**src/rtl/ddr3_cmd_scheduler_if.sv**
```systemverilog
// Host-side request/response bundle for the DDR3 command scheduler.
// The host drives a single read/write request; the scheduler accepts it on
// req_valid && req_ready and pulses rsp_done when the burst has completed.
interface ddr3_cmd_scheduler_if;
    logic        req_valid;
    logic        req_ready;
    logic        req_write;
    logic [14:0] req_row;
    logic [9:0]  req_col;
    logic [15:0] req_wdata;
    logic        rsp_done;

    modport master (
        output req_valid, req_write, req_row, req_col, req_wdata,
        input  req_ready, rsp_done
    );

    modport slave (
        input  req_valid, req_write, req_row, req_col, req_wdata,
        output req_ready, rsp_done
    );
endinterface

```
**src/rtl/ddr3_cmd_scheduler.sv**
```systemverilog
// DDR3 command scheduler: runs the ZQCL/MRS power-up sequence, then services
// single host requests with PRE/ACT/READ/WRITE strobes under an open-page
// policy, inserting a periodic refresh. Strobes are decoded from the
// registered state, so at most one of them is ever high.
module ddr3_cmd_scheduler #(
    parameter int T_INIT  = 2,
    parameter int T_ZQ    = 4,
    parameter int T_MRD   = 4,
    parameter int T_RP    = 3,
    parameter int T_RCD   = 3,
    parameter int T_BURST = 4,
    parameter int T_RFC   = 10,
    parameter int T_REFI  = 200
) (
    input  logic                 CLK,
    input  logic                 RESET,
    ddr3_cmd_scheduler_if.slave  host,
    output logic                 ZQCL,
    output logic                 MRS,
    output logic                 REF,
    output logic                 PRE,
    output logic                 ACT,
    output logic                 READ,
    output logic                 WRITE,
    output logic [14:0]          Addr_Row,
    output logic [9:0]           Addr_Column,
    output logic                 A_10,
    output logic [15:0]          DQ_out,
    output logic                 init_done,
    output logic                 row_open,
    output logic [14:0]          open_row
);
    localparam int CNT_W  = 16;
    localparam int REFI_W = $clog2(T_REFI + 1);

    typedef enum logic [3:0] {
        S_INIT_WAIT, S_ZQ, S_ZQ_WAIT, S_MRS, S_MRS_WAIT, S_IDLE,
        S_PRE, S_PRE_WAIT, S_REF, S_REF_WAIT, S_ACT, S_ACT_WAIT,
        S_RW, S_RW_WAIT
    } state_t;

    state_t             state_q, state_d;
    logic [CNT_W-1:0]   cnt_q, cnt_d;
    logic [REFI_W-1:0]  refi_q, refi_d;
    logic               ref_pending_q, ref_pending_d;
    logic               ref_svc_q, ref_svc_d;
    logic               init_done_q, init_done_d;
    logic               row_open_q, row_open_d;
    logic [14:0]        open_row_q, open_row_d;
    logic [14:0]        addr_row_q, addr_row_d;
    logic [9:0]         addr_col_q, addr_col_d;
    logic [15:0]        wdata_q, wdata_d;
    logic               wr_flag_q, wr_flag_d;
    logic               rsp_done_q, rsp_done_d;
    logic               refi_wrap;

    // True on the final cycle of a wait that lasts len cycles (cnt starts at 0).
    function automatic logic wait_last(input logic [CNT_W-1:0] cnt, input int len);
        return cnt == CNT_W'(len - 1);
    endfunction

    // Refresh interval timer; at most one refresh is held pending.
    always_comb begin
        refi_d        = refi_q;
        ref_pending_d = ref_pending_q;
        refi_wrap     = init_done_q && (refi_q == REFI_W'(T_REFI - 1));
        if (init_done_q) begin
            refi_d = refi_wrap ? '0 : refi_q + 1'b1;
        end
        if (state_q == S_REF) begin
            ref_pending_d = 1'b0;
        end
        if (refi_wrap) begin
            ref_pending_d = 1'b1;
        end
    end

    // Next-state logic, wait counting and request/row bookkeeping.
    always_comb begin
        state_d     = state_q;
        cnt_d       = '0;
        ref_svc_d   = ref_svc_q;
        init_done_d = init_done_q;
        row_open_d  = row_open_q;
        open_row_d  = open_row_q;
        addr_row_d  = addr_row_q;
        addr_col_d  = addr_col_q;
        wdata_d     = wdata_q;
        wr_flag_d   = wr_flag_q;
        rsp_done_d  = 1'b0;

        case (state_q)
            S_INIT_WAIT: begin
                if (wait_last(cnt_q, T_INIT)) state_d = S_ZQ;
                else                          cnt_d   = cnt_q + 1'b1;
            end
            S_ZQ: begin
                if (T_ZQ > 1) state_d = S_ZQ_WAIT;
                else          state_d = S_MRS;
            end
            S_ZQ_WAIT: begin
                if (wait_last(cnt_q, T_ZQ - 1)) state_d = S_MRS;
                else                            cnt_d   = cnt_q + 1'b1;
            end
            S_MRS: begin
                if (T_MRD > 1) begin
                    state_d = S_MRS_WAIT;
                end else begin
                    state_d     = S_IDLE;
                    init_done_d = 1'b1;
                end
            end
            S_MRS_WAIT: begin
                if (wait_last(cnt_q, T_MRD - 1)) begin
                    state_d     = S_IDLE;
                    init_done_d = 1'b1;
                end else begin
                    cnt_d = cnt_q + 1'b1;
                end
            end
            S_IDLE: begin
                // A pending refresh always wins over a waiting request.
                if (ref_pending_q) begin
                    ref_svc_d = 1'b1;
                    if (row_open_q) state_d = S_PRE;
                    else            state_d = S_REF;
                end else if (host.req_valid) begin
                    ref_svc_d  = 1'b0;
                    addr_row_d = host.req_row;
                    addr_col_d = host.req_col;
                    wdata_d    = host.req_wdata;
                    wr_flag_d  = host.req_write;
                    if (row_open_q && (open_row_q == host.req_row)) state_d = S_RW;
                    else if (row_open_q)                            state_d = S_PRE;
                    else                                            state_d = S_ACT;
                end
            end
            S_PRE: begin
                if (T_RP > 1)       state_d = S_PRE_WAIT;
                else if (ref_svc_q) state_d = S_REF;
                else                state_d = S_ACT;
            end
            S_PRE_WAIT: begin
                // The same precharge path serves both refresh and row misses.
                if (wait_last(cnt_q, T_RP - 1)) begin
                    if (ref_svc_q) state_d = S_REF;
                    else           state_d = S_ACT;
                end else begin
                    cnt_d = cnt_q + 1'b1;
                end
            end
            S_REF: begin
                row_open_d = 1'b0;
                ref_svc_d  = 1'b0;
                if (T_RFC > 1) state_d = S_REF_WAIT;
                else           state_d = S_IDLE;
            end
            S_REF_WAIT: begin
                if (wait_last(cnt_q, T_RFC - 1)) state_d = S_IDLE;
                else                             cnt_d   = cnt_q + 1'b1;
            end
            S_ACT: begin
                row_open_d = 1'b1;
                open_row_d = addr_row_q;
                if (T_RCD > 1) state_d = S_ACT_WAIT;
                else           state_d = S_RW;
            end
            S_ACT_WAIT: begin
                if (wait_last(cnt_q, T_RCD - 1)) state_d = S_RW;
                else                             cnt_d   = cnt_q + 1'b1;
            end
            S_RW: begin
                if (T_BURST > 1) begin
                    state_d = S_RW_WAIT;
                end else begin
                    state_d    = S_IDLE;
                    rsp_done_d = 1'b1;
                end
            end
            S_RW_WAIT: begin
                // rsp_done is registered, so it shows T_BURST cycles after RW.
                if (wait_last(cnt_q, T_BURST - 1)) begin
                    state_d    = S_IDLE;
                    rsp_done_d = 1'b1;
                end else begin
                    cnt_d = cnt_q + 1'b1;
                end
            end
            default: state_d = S_INIT_WAIT;
        endcase
    end

    // State and datapath registers; reset drops any in-flight request.
    always_ff @(posedge CLK) begin
        if (RESET) begin
            state_q       <= S_INIT_WAIT;
            cnt_q         <= '0;
            refi_q        <= '0;
            ref_pending_q <= 1'b0;
            ref_svc_q     <= 1'b0;
            init_done_q   <= 1'b0;
            row_open_q    <= 1'b0;
            open_row_q    <= '0;
            addr_row_q    <= '0;
            addr_col_q    <= '0;
            wdata_q       <= '0;
            wr_flag_q     <= 1'b0;
            rsp_done_q    <= 1'b0;
        end else begin
            state_q       <= state_d;
            cnt_q         <= cnt_d;
            refi_q        <= refi_d;
            ref_pending_q <= ref_pending_d;
            ref_svc_q     <= ref_svc_d;
            init_done_q   <= init_done_d;
            row_open_q    <= row_open_d;
            open_row_q    <= open_row_d;
            addr_row_q    <= addr_row_d;
            addr_col_q    <= addr_col_d;
            wdata_q       <= wdata_d;
            wr_flag_q     <= wr_flag_d;
            rsp_done_q    <= rsp_done_d;
        end
    end

    assign host.req_ready = (state_q == S_IDLE) && !ref_pending_q;
    assign host.rsp_done  = rsp_done_q;

    assign ZQCL  = (state_q == S_ZQ);
    assign MRS   = (state_q == S_MRS);
    assign REF   = (state_q == S_REF);
    assign PRE   = (state_q == S_PRE);
    assign ACT   = (state_q == S_ACT);
    assign READ  = (state_q == S_RW) && !wr_flag_q;
    assign WRITE = (state_q == S_RW) &&  wr_flag_q;
    assign A_10  = (state_q == S_PRE);

    assign Addr_Row    = addr_row_q;
    assign Addr_Column = addr_col_q;
    assign DQ_out      = wdata_q;
    assign init_done   = init_done_q;
    assign row_open    = row_open_q;
    assign open_row    = open_row_q;
endmodule

```
**src/flat_wrapper.sv**
```systemverilog
// flat-port wrapper written by rule: the top's interface ports become plain ports
module ddr3_cmd_scheduler_flat 
#(
    parameter int T_INIT  = 2,
    parameter int T_ZQ    = 4,
    parameter int T_MRD   = 4,
    parameter int T_RP    = 3,
    parameter int T_RCD   = 3,
    parameter int T_BURST = 4,
    parameter int T_RFC   = 10,
    parameter int T_REFI  = 200
)
  (CLK, RESET, ZQCL, MRS, REF, PRE, ACT, READ, WRITE, Addr_Row, Addr_Column, A_10, DQ_out, init_done, row_open, open_row, host_req_valid, host_req_write, host_req_row, host_req_col, host_req_wdata, host_req_ready, host_rsp_done);
  ddr3_cmd_scheduler_if host_i ();
  input  logic CLK;
  input  logic RESET;
  output logic ZQCL;
  output logic MRS;
  output logic REF;
  output logic PRE;
  output logic ACT;
  output logic READ;
  output logic WRITE;
  output logic [14:0] Addr_Row;
  output logic [9:0] Addr_Column;
  output logic A_10;
  output logic [15:0] DQ_out;
  output logic init_done;
  output logic row_open;
  output logic [14:0] open_row;
  input wire logic [$bits(host_i.req_valid)-1:0] host_req_valid;
  input wire logic [$bits(host_i.req_write)-1:0] host_req_write;
  input wire logic [$bits(host_i.req_row)-1:0] host_req_row;
  input wire logic [$bits(host_i.req_col)-1:0] host_req_col;
  input wire logic [$bits(host_i.req_wdata)-1:0] host_req_wdata;
  output wire logic [$bits(host_i.req_ready)-1:0] host_req_ready;
  output wire logic [$bits(host_i.rsp_done)-1:0] host_rsp_done;
  assign host_i.req_valid = host_req_valid;
  assign host_i.req_write = host_req_write;
  assign host_i.req_row = host_req_row;
  assign host_i.req_col = host_req_col;
  assign host_i.req_wdata = host_req_wdata;
  assign host_req_ready = host_i.req_ready;
  assign host_rsp_done = host_i.rsp_done;
  ddr3_cmd_scheduler #(.T_INIT(T_INIT), .T_ZQ(T_ZQ), .T_MRD(T_MRD), .T_RP(T_RP), .T_RCD(T_RCD), .T_BURST(T_BURST), .T_RFC(T_RFC), .T_REFI(T_REFI)) u_core (.CLK(CLK), .RESET(RESET), .host(host_i), .ZQCL(ZQCL), .MRS(MRS), .REF(REF), .PRE(PRE), .ACT(ACT), .READ(READ), .WRITE(WRITE), .Addr_Row(Addr_Row), .Addr_Column(Addr_Column), .A_10(A_10), .DQ_out(DQ_out), .init_done(init_done), .row_open(row_open), .open_row(open_row));
endmodule
```
**config.mk**
```make
export PLATFORM = sky130hd
export DESIGN_NAME = ddr3_cmd_scheduler_flat
export DESIGN_NICKNAME = d
export VERILOG_FILES = /design/src/rtl/ddr3_cmd_scheduler_if.sv /design/src/rtl/ddr3_cmd_scheduler.sv /design/src/flat_wrapper.sv
export SDC_FILE = /design/constraint.sdc
export NUM_CORES = 1
export LEC_CHECK = 0
export CAP_MARGIN = 20
export CORE_UTILIZATION = 53
export CTS_BUF_LIST = sky130_fd_sc_hd__clkbuf_4 sky130_fd_sc_hd__clkbuf_8
export CTS_CLUSTER_DIAMETER = 50
export DETAILED_ROUTE_END_ITERATION = 12
export PLACE_DENSITY = 0.93
export SLEW_MARGIN = 20
export SYNTH_ARGS = -nofsm -noshare
export SYNTH_HDL_FRONTEND = slang
export SYNTH_SLANG_ARGS = --single-unit
```
**constraint.sdc**
```tcl
create_clock -name CLK -period 5.25 [get_ports CLK]
set_clock_uncertainty 0.1 [all_clocks]
set_input_delay 1.575 -clock CLK [delete_from_list [all_inputs] [get_ports CLK]]
set_output_delay 1.575 -clock CLK [all_outputs]
set_load 0.01 [all_outputs]
```
==> results of run 1 <==
## sequential cells by signal (all words and copies together), names as in the netlist
register,cells
u_core.DQ_out,16
u_core.Addr_Column,10
u_core.row_open,1
u_core.refi_q,8
u_core.Addr_Row,15
u_core.host.rsp_done,1
u_core.state_q,4
u_core.ref_pending_q,1
u_core.wr_flag_q,1
u_core.init_done,1
u_core.open_row,15
u_core.cnt_q,16
u_core.ref_svc_q,1
## synthesized netlist by cell type (6+ instances only)
master | n | area (um2)
a21oi_1 | 66 | 330.3
and3_1 | 9 | 56.30
buf_2 | 8 | 40.04
clkbuf_1 | 14 | 52.55
dfxtp_1 | 90 | 1802
inv_1 | 6 | 22.52
nand2_1 | 125 | 469.2
nand2b_1 | 7 | 43.79
nand3_1 | 6 | 30.03
nand4_1 | 6 | 37.54
nor2_1 | 24 | 90.09
nor2_2 | 10 | 62.56
nor3_1 | 8 | 40.04
nor4_1 | 6 | 37.54
xnor2_1 | 8 | 70.07
xor2_1 | 28 | 245.2
## metrics by stage
step | hold WS, ns | utilization, %
2_1_floorplan | 0.3500 | -
5_1_grt | 0.3743 | 75.57
6_report | 0.3599 | 75.57
3_3_place_gp | 0.3407 | 72.23
3_5_place_dp | 0.3536 | 72.23
4_1_cts | 0.3656 | 75.57
## kinds of logic after synthesis
group                    Yosys count  synth area share, %
AND/OR/NAND/NOR                  218                25.83
multiplexers                       1               0.2570
adder cells (fa/ha/maj)            5                1.606
buffers and inverters             36                4.305
flip-flops                        90                46.26
AO/OA/AOI/OAI                     92                13.65
XOR/XNOR                          36                8.095
## critical path, cell delays in order (launching register included)
cell and delay (ns):
dfxtp_1 0.71, nand2b_1 0.24, or2_1 0.50, inv_2 0.28
clkdlybuf4s50_1 0.56
## path summary, 6_finish.rpt
kind	slack, ns	end	start	cells past startpoint
max	0.92	ACT	u_core.state_q[2]	4
min	0.36	u_core.DQ_out[13]	u_core.DQ_out[13]	2
max reg2reg	2.52	u_core.Addr_Row[14]	u_core.state_q[2]	6
min reg2reg	0.36	u_core.DQ_out[13]	u_core.DQ_out[13]	2
## area by class of cell
class | instances | area (um2) | share of cell area, %
tap | 96 | 120.1 | 2.289
clock buffer | 10 | 137.6 | 2.623
timing repair buffer | 115 | 1139 | 21.70
clock inverter | 6 | 93.84 | 1.788
multi-input combinational | 352 | 1926 | 36.70
inverter | 8 | 30.03 | 0.5722
sequential | 90 | 1802 | 34.33
## layer usage
metal | track usage, % | vias up | wire [um]
met5 | 0 | - | 0
met3 | 4.995 | 28 | 612
met4 | 13.86 | 0 | 300
met2 | 45.38 | 151 | 5084
li1 | - | 1801 | -
met1 | 33.80 | 1769 | 4281
## power groups by stage
stage	registers [mW]	clock network, mW	logic (mW)
global placement	0.773	0	0.360
global route	0.771	0.576	0.411
finish	0.764	0.549	0.375
floorplan	0.750	0	0.291
CTS	0.762	0.551	0.373
detailed placement	0.778	0	0.370
## cells in the final DEF, fill, tap and decap left out, types with 3 or more instances in the layout
cell type          n
a311oi_1           3
a31oi_1            3
nor2_1            24
o21ai_0            5
and4_1             5
nor2_2            10
inv_6              3
nor3_1             8
nand3_1            6
ha_1               5
clkbuf_8          10
inv_1              6
xor2_1            28
a21oi_1           66
nand4_1            6
nand2_1          125
buf_4              3
xnor2_1            8
nand2b_1           7
dfxtp_1           90
clkdlybuf4s50_1  111
nor4_1             6
and3_1             9
==> metrics.csv, run 1 <==
stage,metric,value,unit
power_and_ir_drop,sequential power share,45.3,%
logic_synthesis,ys flop type,dfxtp_1,
cts,total CTS buffers,9,
power_and_ir_drop,Clock Power Share,32.5,%
finish,fin nets,626,
power_and_ir_drop,Power Density,321.7,mW/mm2
floorplan,num rows,30,
critical_path,startpoint class of the critical path,register,
sta,Setup WS post-layout,0.9176,ns
finish,fillers,488,
logic_synthesis,ys async rst share,0,%
logic_synthesis,number of synthesized flops with an enable pin,0,
cts,Skew-Pair Late Insertion Delay,0.37,ns
grt,vias in the first global route,3536,
drt,WL final,10280,um
drt,detailed-route DRC error count,0,
logic_synthesis,synthesized net count,528,
placement,GPL Wtd Cong,0.8585,
floorplan,Die W,87.73,um
logic_synthesis,Netlist cell types,48,
drt,Routed Antenna Nets,0,
drt,vias per inst,5.538,
flow_run,max-cap viol count,0,
hold_path,type of the worst min-delay path,register to register,
power_and_ir_drop,Internal Power,1.170,mW
sta,Slew @ Worst Pin,0.8486,ns
finish,"Design Area, Final",0.005248,mm2
drt,DRT Pass-1 Iters,6,
floorplan,IO Pins,113,
placement,dpl hpwl,7194,um
placement,worst slack at placement,1.360,ns
cts,post_cts resized,0,
cts,postcts setup bufs,0,
drt,routed len/inst,15.18,um
grt,antenna violations before repair,0,
sta,final worst path period need,4.332,ns
finish,share of cells above drive strength 1,6.368,%
drt,Iteration-0 DRC Markers,208,
power_and_ir_drop,sw frac,30.69,%
sta,final worst path period share,82.52,%
cts,TritonCTS clock tree,done,
sta,final hold viol count,0,
grt,largest net degree at the start of global routing,49,
cts,CTS sink cnt,90,
sta,worst rel slew slack,43.42,%
placement,DP Area,0.005016,mm2
drt,DR vias,3749,
power_and_ir_drop,Gate power share,22.2,%
finish,Synth-to-Final Area Change,34.73,%
cts,CTS max path bufs,2,
logic_synthesis,syn_area_per_cell,8.149,um2
sta,highest clock rate,230.8,MHz
cts,CTS H-Tree Depth,3,
power_and_ir_drop,Worst VDD drop,0.2421,mV
power_and_ir_drop,Total Power,1.688,mW
placement,placed insts,661,
logic_synthesis,synthesized area,0.003895,mm2
critical_path,CP max FO,20,
power_and_ir_drop,P_sw,0.5181,mW
critical_path,Setup Crit Path Kind,register to output port,
cts,hold_buf cts,0,
placement,Buffers on Ports,112,
cts,clock root cell,clkbuf_8,
sta,max-slew violations,0,
logic_synthesis,synth warn,0,
finish,post-layout instance count excluding filler cells,677,
cts,"Reg clk slew, reported paths",0.09,ns
floorplan,Die Height,87.73,um
sta,TNS Setup,0,ns
logic_synthesis,Mapped Cells,478,
logic_synthesis,sequential-to-total area share from yosys stat,46.26,%
grt,GRT Total Usage,27.26,%
floorplan,Die ar.,0.007696,mm2
status,status,"complete, no violations",
grt,GRT Residual Overflow,0,
critical_path,Crit path arrival time,2.66,ns
floorplan,Initial Utilization,56.09,%
sta,RSZ-0062 raised after global routing,false,
grt,first-pass GRT wire length,16240,um
sta,final setup vio count,0,
critical_path,"Data required, critical path",3.58,ns
floorplan,Core Region,0.006944,mm2
power_and_ir_drop,Leak,1.808,nW
finish,number of antenna repair diodes,0,
logic_synthesis,"flops & latches, synth",90,
critical_path,Worst setup EP type,output port,
Note: power is estimated with default switching activity, not from simulation.
==> inputs of run 2 (changes only) <==
--- a/config.mk
+++ b/config.mk
@@ -6,11 +6,11 @@
 export NUM_CORES = 1
 export LEC_CHECK = 0
 export CAP_MARGIN = 20
-export CORE_UTILIZATION = 53
+export CORE_UTILIZATION = 44
 export CTS_BUF_LIST = sky130_fd_sc_hd__clkbuf_4 sky130_fd_sc_hd__clkbuf_8
 export CTS_CLUSTER_DIAMETER = 50
 export DETAILED_ROUTE_END_ITERATION = 12
-export PLACE_DENSITY = 0.93
+export PLACE_DENSITY = 0.83
 export SLEW_MARGIN = 20
 export SYNTH_ARGS = -nofsm -noshare
 export SYNTH_HDL_FRONTEND = slang
==> constraint.sdc (replaced) <==
create_clock -name CLK -period 3.65 [get_ports CLK]
set_clock_uncertainty 0.1 [all_clocks]
set_input_delay 1.095 -clock CLK [delete_from_list [all_inputs] [get_ports CLK]]
set_output_delay 1.095 -clock CLK [all_outputs]
set_load 0.01 [all_outputs]
==> run 2 against run 1 <==
First-iteration DRC count is 14% higher. Utilization is 13 points lower. Power is 37% higher. Clock power is 21% higher. Largest cell class unchanged. Register-to-register slack worse by 1.3 ns. Cell area is 0.17% higher. Die area is 20% higher.
==> metrics.csv, run 2 (synthesis gave the netlist of run 1 again) <==
stage,metric,value,unit,change
status,status,"complete, no violations",,unchanged
grt,GRT Total Usage,22.39,%,was 27.26%
sta,highest clock rate,288.0,MHz,
critical_path,Reg2Reg Setup Slack,1.21,ns,was 2.52 ns
critical_path,"slowest stage delay, CP",0.61,ns,was 0.71 ns
grt,largest net degree at the start of global routing,47,,was 49
critical_path,Worst R2R Start,u_core.state_q[2],,unchanged
critical_path,"Data required, critical path",2.45,ns,was 3.58 ns
cts,clock root cell,clkbuf_8,,unchanged
power_and_ir_drop,Power Density,441.5,mW/mm2,was 321.7 mW/mm2
flow_run,max-cap viol count,0,,unchanged
finish,Synth-to-Final Area Change,34.95,%,was 34.73%
critical_path,crit path cell chain,"nand2b_1, or2_1, inv_2, clkdlybuf4s50_1",,unchanged
critical_path,reg2reg end,u_core.cnt_q[3],,was u_core.Addr_Row[14]
power_and_ir_drop,Leak,1.815,nW,was 1.808 nW
cts,CTS sink cnt,90,,unchanged
sta,Slew @ Worst Pin,0.9011,ns,was 0.8486 ns
sta,final hold slack,0.3574,ns,was 0.3599 ns
drt,WL final,10040,um,was 10280 um
hold_path,sink of the worst hold path,u_core.DQ_out[8],,was u_core.DQ_out[13]
critical_path,Crit path arrival time,2.28,ns,was 2.66 ns
drt,Routed Antenna Nets,0,,unchanged
cts,Skew-Pair Late Insertion Delay,0.37,ns,about the same
cts,CTS H-Tree Depth,3,,unchanged
cts,total CTS buffers,9,,unchanged
finish,post-layout instance count excluding filler cells,691,,was 677
sta,final worst path period share,95.14,%,
hold_path,min-delay src,u_core.DQ_out[8],,was u_core.DQ_out[13]
drt,routed len/inst,14.54,um,was 15.18 um
finish,most frequent cells in the layout,"nand2_1 (125), clkdlybuf4s50_1 (111), dfxtp_1 (90)",,unchanged
cts,post_cts resized,0,,unchanged
sta,final worst path period need,3.473,ns,
placement,GPL Wtd Cong,0.8515,,was 0.8585
sta,final setup vio count,0,,unchanged
finish,"commonest non-fill, non-tap cell in the layout",nand2_1,,unchanged
finish,fin nets,631,,was 626
placement,dpl hpwl,7185,um,was 7194 um
finish,"Core Util, Final",62.71,%,was 75.57%
critical_path,Crit path max-delay family,buffers and inverters,,unchanged
drt,Iteration-0 DRC Markers,237,,was 208
grt,GRT Residual Overflow,0,,unchanged
hold_path,worst hold path stage count,2,,unchanged
grt,vias in the first global route,3353,,was 3536
placement,placed insts,675,,was 661
critical_path,critical path depth,4,,unchanged
placement,Buffers on Ports,112,,unchanged
cts,TritonCTS clock tree,done,,unchanged
floorplan,IO Pins,113,,unchanged
floorplan,Die ar.,0.009232,mm2,was 0.007696 mm2
power_and_ir_drop,Worst VDD drop,0.2972,mV,was 0.2421 mV
sta,worst rel slew slack,39.92,%,was 43.42%
sta,RSZ-0062 raised after global routing,false,,unchanged
sta,max-slew violations,0,,unchanged
floorplan,Die Height,96.09,um,was 87.73 um
placement,worst slack at placement,0.5864,ns,was 1.360 ns
grt,first-pass GRT wire length,15810,um,was 16240 um
critical_path,Buf/Inv on CP,2,,unchanged
critical_path,startpoint class of the critical path,register,,unchanged
floorplan,Die W,96.09,um,was 87.73 um
critical_path,Setup Crit Path Kind,register to output port,,unchanged
cts,"Reg clk slew, reported paths",0.10,ns,was 0.09 ns
sta,TNS Setup,0,ns,unchanged
drt,detailed-route DRC error count,0,,unchanged
critical_path,Worst R2R Path Depth,5,,was 6
cts,CTS max path bufs,2,,unchanged
grt,antenna violations before repair,0,,unchanged
drt,DR vias,3640,,was 3749
sta,Setup WS post-layout,0.1775,ns,was 0.9176 ns
floorplan,Initial Utilization,46.47,%,was 56.09%
critical_path,Worst setup EP type,output port,,unchanged
floorplan,Core Region,0.008382,mm2,was 0.006944 mm2
hold_path,type of the worst min-delay path,register to register,,unchanged
finish,number of antenna repair diodes,0,,unchanged
cts,hold_buf cts,0,,unchanged
drt,DRT Pass-1 Iters,4,,was 6
sta,final hold viol count,0,,unchanged
floorplan,num rows,33,,was 30
critical_path,slowest CP cell,clkdlybuf4s50_1,,was dfxtp_1
drt,vias per inst,5.268,,was 5.538
finish,share of cells above drive strength 1,7.167,%,was 6.368%
critical_path,CP max FO,20,,unchanged
cts,postcts setup bufs,0,,unchanged
## run 2: cell type report
type	count	area, um2
clock inverter	7	67.56
timing repair buffer	120	1176
clock buffer	9	123.9
fill	727	3126
tap	105	131.4
sequential	90	1802
inverter	8	30.03
multi-input combinational	352	1926
## run 2: worst max-delay path by stage
| stage | from | to | slack (ns) |
|---|---|---|---|
| 2_1_floorplan | u_core.state_q[2] | ACT | 1.16 |
| 3_3_place_gp | u_core.state_q[2] | ACT | 0.64 |
| 3_5_place_dp | u_core.state_q[2] | ACT | 0.59 |
| 4_1_cts | u_core.state_q[2] | ACT | 0.18 |
| 5_1_grt | u_core.state_q[3] | ACT | 0.02 |
| 6_report | u_core.state_q[2] | ACT | 0.18 |
## run 2: stage by stage
step,instance area [um2],power [mW]
floorplan,3895,1.498
CTS,5256,2.331
finish,5256,2.320
global placement,5065,1.649
detailed placement,5065,1.668
global route,5256,2.440
## run 2: worst reg2reg max path, stage by stage (launching register included)
cell       delay, ns
dfxtp_1         0.73
xor2_1          0.14
a2bb2oi_1       0.33
o22ai_1         0.15
o21ai_2         0.72
nor2_1          0.13
## run 2: per-layer routing
metal / global-route usage, % / vias to the layer above / share of wire (%) / routed length, um
met5: 0 / - / 0 / 0
met4: 10.95 / 0 / 2.6 / 264
met3: 6.240 / 20 / 6.8 / 681
met2: 35.52 / 122 / 47 / 4749
met1: 27.85 / 1684 / 43 / 4350
li1: - / 1814 / - / -
## run 2: report_power, final
| group | switching [mW] | internal [mW] | leakage (nW) |
|---|---|---|---|
| Combinational | 0.314 | 0.257 | 0.992 |
| Clock | 0.398 | 0.268 | 0.0962 |
| Sequential | 0.0602 | 1.02 | 0.726 |
| Total | 0.773 | 1.55 | 1.81 |
==> inputs of run 3 (changes only) <==
--- a/config.mk
+++ b/config.mk
@@ -5,13 +5,13 @@
 export SDC_FILE = /design/constraint.sdc
 export NUM_CORES = 1
 export LEC_CHECK = 0
+export ABC_CLOCK_PERIOD_IN_PS = 3650
 export CAP_MARGIN = 20
 export CORE_UTILIZATION = 44
 export CTS_BUF_LIST = sky130_fd_sc_hd__clkbuf_4 sky130_fd_sc_hd__clkbuf_8
 export CTS_CLUSTER_DIAMETER = 50
 export DETAILED_ROUTE_END_ITERATION = 12
 export PLACE_DENSITY = 0.83
-export SLEW_MARGIN = 20
 export SYNTH_ARGS = -nofsm -noshare
 export SYNTH_HDL_FRONTEND = slang
 export SYNTH_SLANG_ARGS = --single-unit
==> results of run 3 <==
Same layout as run 2: the final DEF is identical, and so are final timing and power.
